### src/rtl/input_cond_pkg.sv
// Shared definitions for the input conditioner: FSM state encodings and the
// helper that sizes the debounce counter.
package input_cond_pkg;

    typedef enum logic [1:0] {
        ST_IDLE   = 2'd0,
        ST_SETTLE = 2'd1,
        ST_LOCKED = 2'd2,
        ST_CHANGE = 2'd3
    } state_t;

    // Counter width for a debounce length; at least one bit so tiny lengths still elaborate.
    function automatic int cnt_width(input int cycles);
        int w;
        w = $clog2(cycles);
        return (w < 1) ? 1 : w;
    endfunction

endpackage

### src/rtl/input_conditioner_sync_chain.sv
// Multi-flop synchroniser bringing an asynchronous level into the i_clk domain.
module sync_chain #(
    parameter int STAGES = 2
) (
    input  logic i_clk,
    input  logic i_rst_n,
    input  logic i_async,
    output logic o_sync
);

    logic [STAGES-1:0] r_sync;

    // Shift the raw level through the flop chain; all stages clear on reset.
    always_ff @(posedge i_clk or negedge i_rst_n) begin
        if (!i_rst_n) begin
            r_sync <= '0;
        end else begin
            r_sync <= {r_sync[STAGES-2:0], i_async};
        end
    end

    assign o_sync = r_sync[STAGES-1];

endmodule

### src/rtl/input_conditioner.sv
// Input conditioner: synchronises and debounces one raw input, producing a
// clean level o_d qualified by o_enable for the downstream enable-gated flop.
// Optional feature macro INPUT_COND_EDGE_EN: when defined, o_rise/o_fall are
// 1-cycle pulses on accepted level changes; otherwise they are tied low.
module input_conditioner
    import input_cond_pkg::*;
#(
    parameter int SYNC_STAGES     = 2,
    parameter int DEBOUNCE_CYCLES = 16
) (
    input  logic i_clk,
    input  logic i_rst_n,
    input  logic i_raw,
    input  logic i_run,
    output logic o_d,
    output logic o_enable,
    output logic o_rise,
    output logic o_fall
);

    localparam int            CW      = cnt_width(DEBOUNCE_CYCLES);
    localparam logic [CW-1:0] CNT_MAX = CW'(DEBOUNCE_CYCLES - 1);

    logic          w_s;
    logic          w_accept;
    logic          r_s_q;
    state_t        r_state;
    logic [CW-1:0] r_cnt;
    logic          r_d;
    logic          r_enable;

    sync_chain #(
        .STAGES (SYNC_STAGES)
    ) u_sync (
        .i_clk   (i_clk),
        .i_rst_n (i_rst_n),
        .i_async (i_raw),
        .o_sync  (w_s)
    );

    // A new level is taken on the edge where CHANGE has seen the differing level long enough;
    // a low i_run on the same edge overrides it.
    assign w_accept = i_run && (r_state == ST_CHANGE) && (w_s != r_d) && (r_cnt == CNT_MAX);

    // Delayed copy of the synchronised level, used to detect bouncing while settling.
    always_ff @(posedge i_clk or negedge i_rst_n) begin
        if (!i_rst_n) begin
            r_s_q <= 1'b0;
        end else begin
            r_s_q <= w_s;
        end
    end

    // Debounce FSM with counter and registered level/enable outputs; i_run low wins over everything.
    always_ff @(posedge i_clk or negedge i_rst_n) begin
        if (!i_rst_n) begin
            r_state  <= ST_IDLE;
            r_cnt    <= '0;
            r_d      <= 1'b0;
            r_enable <= 1'b0;
        end else if (!i_run) begin
            r_state  <= ST_IDLE;
            r_cnt    <= '0;
            r_d      <= 1'b0;
            r_enable <= 1'b0;
        end else begin
            case (r_state)
                ST_IDLE: begin
                    r_state  <= ST_SETTLE;
                    r_cnt    <= '0;
                    r_d      <= 1'b0;
                    r_enable <= 1'b0;
                end
                ST_SETTLE: begin
                    r_enable <= 1'b0;
                    if (w_s != r_s_q) begin
                        r_cnt <= '0;
                    end else if (r_cnt == CNT_MAX) begin
                        r_state  <= ST_LOCKED;
                        r_d      <= w_s;
                        r_enable <= 1'b1;
                        r_cnt    <= '0;
                    end else begin
                        r_cnt <= r_cnt + 1'b1;
                    end
                end
                ST_LOCKED: begin
                    r_enable <= 1'b1;
                    if (w_s != r_d) begin
                        r_state <= ST_CHANGE;
                        r_cnt   <= CW'(1);
                    end
                end
                ST_CHANGE: begin
                    r_enable <= 1'b1;
                    if (w_s == r_d) begin
                        // Level went back before the debounce time: glitch rejected.
                        r_state <= ST_LOCKED;
                        r_cnt   <= '0;
                    end else if (w_accept) begin
                        r_d     <= w_s;
                        r_state <= ST_LOCKED;
                        r_cnt   <= '0;
                    end else begin
                        r_cnt <= r_cnt + 1'b1;
                    end
                end
            endcase
        end
    end

    assign o_d      = r_d;
    assign o_enable = r_enable;

`ifdef INPUT_COND_EDGE_EN
    logic r_rise;
    logic r_fall;

    // Pulse on the edge o_d toggles out of CHANGE; lock-in and IDLE forcing never pulse.
    always_ff @(posedge i_clk or negedge i_rst_n) begin
        if (!i_rst_n) begin
            r_rise <= 1'b0;
            r_fall <= 1'b0;
        end else begin
            r_rise <= w_accept & w_s;
            r_fall <= w_accept & ~w_s;
        end
    end

    assign o_rise = r_rise;
    assign o_fall = r_fall;
`else
    assign o_rise = 1'b0;
    assign o_fall = 1'b0;
`endif

endmodule

### config.mk
export PLATFORM = sky130hd
export DESIGN_NAME = input_conditioner
export DESIGN_NICKNAME = d
export VERILOG_FILES = /design/src/rtl/input_cond_pkg.sv /design/src/rtl/input_conditioner_sync_chain.sv /design/src/rtl/input_conditioner.sv
export SDC_FILE = /design/constraint.sdc
export NUM_CORES = 1
export LEC_CHECK = 0
export ABC_AREA = 1
export BUFFER_PORTS_ARGS = -buffer_cell sky130_fd_sc_hd__clkbuf_2
export CAP_MARGIN = 20
export CORE_AREA = 2 2 39 41
export DETAILED_ROUTE_END_ITERATION = 7
export DIE_AREA = 0 0 41 43
export PLACE_DENSITY = 0.77
export SLEW_MARGIN = 5
export SYNTH_ARGS = -nofsm -noshare
export SYNTH_HDL_FRONTEND = slang
export SYNTH_SLANG_ARGS = --single-unit
export TNS_END_PERCENT = 1
### constraint.sdc
create_clock -name i_clk -period 2.6 [get_ports i_clk]
set_input_delay 0.78 -clock i_clk [delete_from_list [all_inputs] [get_ports i_clk]]
set_output_delay 0.78 -clock i_clk [all_outputs]
set_load 0.01 [all_outputs]
==> impl_metrics.json <==
{
  "cpMaxStageDelayCell": "dfrtp_1",
  "internal-power_uw": 302,
  "skew_ps": 0.408,
  "register_area_um2": 275,
  "via_per_inst": 5.06,
  "yosysWarnings": 0,
  "crit_path_cell_trace": "clkbuf_2",
  "crit_type": "flip-flop to primary output",
  "final.setup.tns_ps": 0,
  "final_cell_mix": "31 x nand2_1, 11 x dfrtp_1, 10 x nand3_1, 7 x inv_1, 5 x clkbuf_2",
  "cts_resized": 0,
  "crit_buf_inv": 1,
  "h-tree-depth": 1,
  "holdCritStartpoint": "u_sync.r_sync[0]",
  "yosys.area.top_type": "dfrtp_1",
  "die_h_um": 43,
  "finalMaxSlewViolations": 0,
  "insertion_delay_ps": 260,
  "required_ps": 1820,
  "crit_fanout": 5,
  "die_x_um": 41,
  "cp_top_family": "flip-flops",
  "status": "completed",
  "synth_area_leaders": "dfrtp_1 44%, nand2_1 18%, nand3_1 7.9%, inv_1 4.2%, buf_4 2.4%",
  "cts_root_buf": "clkbuf_4",
  "hpwl_mm": 1.03,
  "layout_commonest_cell": "nand2_1",
  "wl_mm": 1.24,
  "post_drt_wl_per_cell_um": 11.4,
  "p_comb_frac": 0.299,
  "power_uw": 476,
  "track_usage": 0.172,
  "clk_pin_slew_ps": 60,
  "fillers": 124,
  "place_congestion": 0.787,
  "switchingPower_uw": 174,
  "syn_avg_cell_area_um2": 7.43,
  "endpoint_kind": "primary output",
  "p_leak_nw": 0.387,
  "drtIter0Drc": 12,
  "numCtsBuffers": 3,
  "remaining_drc_errors": 0,
  "slowest_delay_ps": 420,
  "cts_sinks": 11,
  "ys_types": 23,
  "grt_max_degree": 12,
  "cts_buffer_depth": 2,
  "rsz0062_at_grt": "no",
  "hold_buffers": 0,
  "start_util": 0.457,
  "final-hold-violation-count": 0,
  "cellPowerDensity_nw_per_um2": 689,
  "final.min_clock_period_ps": 1600,
  "power_frac_clock": 0.233,
  "cap_violations": 0,
  "netSwitchingFraction": 0.365,
  "fmax_mhz": 626,
  "irDropWorstVdd_uv": 315,
  "grt_pass1_vias": 509,
  "grt_pass1_wl_mm": 2.00,
  "nets": 99,
  "num_vias": 552,
  "crit_arrival_ps": 820,
  "regToRegStartpoint": "r_cnt[0]",
  "critPathLaunchType": "flip-flop",
  "hp-class": "flip-flop to flip-flop",
  "antenna_found_initial": 0,
  "postSynthCellCount": 85,
  "boundaryPins": 8,
  "critPathLaunch": "o_d",
  "ant_nets": 0,
  "core_um2": 1380,
  "place_worst_setup_slack_ps": 976,
  "ys_seq_area_frac": 0.436,
  "drive_gt1_frac": 0.172,
  "syn_area_um2": 632,
  "insertedDiodeCount": 0,
  "netlist.area_leader.share": 0.436,
  "fp.dieArea_um2": 1760,
  "cts_tree": "yes",
  "seq_power_share": 0.468,
  "ys_ff_latch": 11,
  "finalSetupViolCount": 0,
  "rows": 14,
  "setup_ws_ps": 1000,
  "post-route-period-util": 0.614,
  "firstDrtPassIters": 4,
  "postCtsSetupRepairBufs": 0,
  "syn_to_final_growth_pct": 9.51,
  "multi_input_area_um2": 304,
  "grt-ovfl-total": 0,
  "portBuffers": 5
}
## registers in the layout, indices dropped and copies added (netlist names)
name and flops:
r_cnt 4, r_state 2, u_sync.r_sync 2, o_d 1, o_enable 1, r_s_q 1
## cell usage after synthesis (all sizes together)
library cell and number:
a21oi 2, buf 2, clkinv 1, conb 1, dfrtp 11, ha 1, inv 10, nand2 32
nand3 11, nand4 2, nor2 5, nor3 2, o21ai 2, o21bai 1, xnor2 1, xor2 1
## metrics by stage
step	instances	hold WS (ps)	utilization	instance area (µm²)
finish	109	359	0.500	692
global route	109	380	0.500	692
CTS	109	362	0.500	692
detailed placement	105	347	0.481	666
global placement	105	332	0.481	666
floorplan	86	331	-	636
## routing by layer
metal,global-route usage,routed length (µm)
met5,0,0
met1,0.204,519
met3,0.0314,50
met2,0.272,659
met4,0.100,12
## cell families (layout without fill, tap and decap cells)
family          after synthesis  in the layout  share of synthesized area
flops                        11             11                      0.436
compound gates                5              5                     0.0436
buf+inv                      13             20                     0.0891
other cells                   1              2                    0.00593
fa+ha+maj                     1              1                     0.0198
simple gates                 52             52                      0.378
xor+xnor                      2              2                     0.0277
## area by class of cell
class / count / area share
Timing Repair Buffer: 5 / 0.0362
Sequential cell: 11 / 0.398
Inverter: 11 / 0.0597
Clock buffer: 4 / 0.0380
Tap cell: 16 / 0.0289
Multi-Input combinational cell: 62 / 0.439
## worst paths after layout
check / to / slack (ps) / depth (start not counted)
worst max-delay path: o_d / 1000 / 1
worst min-delay path: u_sync.r_sync[1] / 360 / 0
worst max register to register: r_state[0] / 1220 / 8
worst min register to register: u_sync.r_sync[1] / 360 / 0
max in group asynchronous: r_cnt[3] / 2010 / 1
min in group asynchronous: u_sync.r_sync[0] / 380 / 1
## power by group through the flow
stage	clock network, mW	registers, mW	logic (mW)
3_5_place_dp	0	0.226	0.142
5_1_grt	0.126	0.227	0.161
4_1_cts	0.117	0.223	0.143
3_3_place_gp	0	0.223	0.137
6_report	0.111	0.223	0.142
2_1_floorplan	0	0.224	0.103
Power figures use the tool's default switching activity.
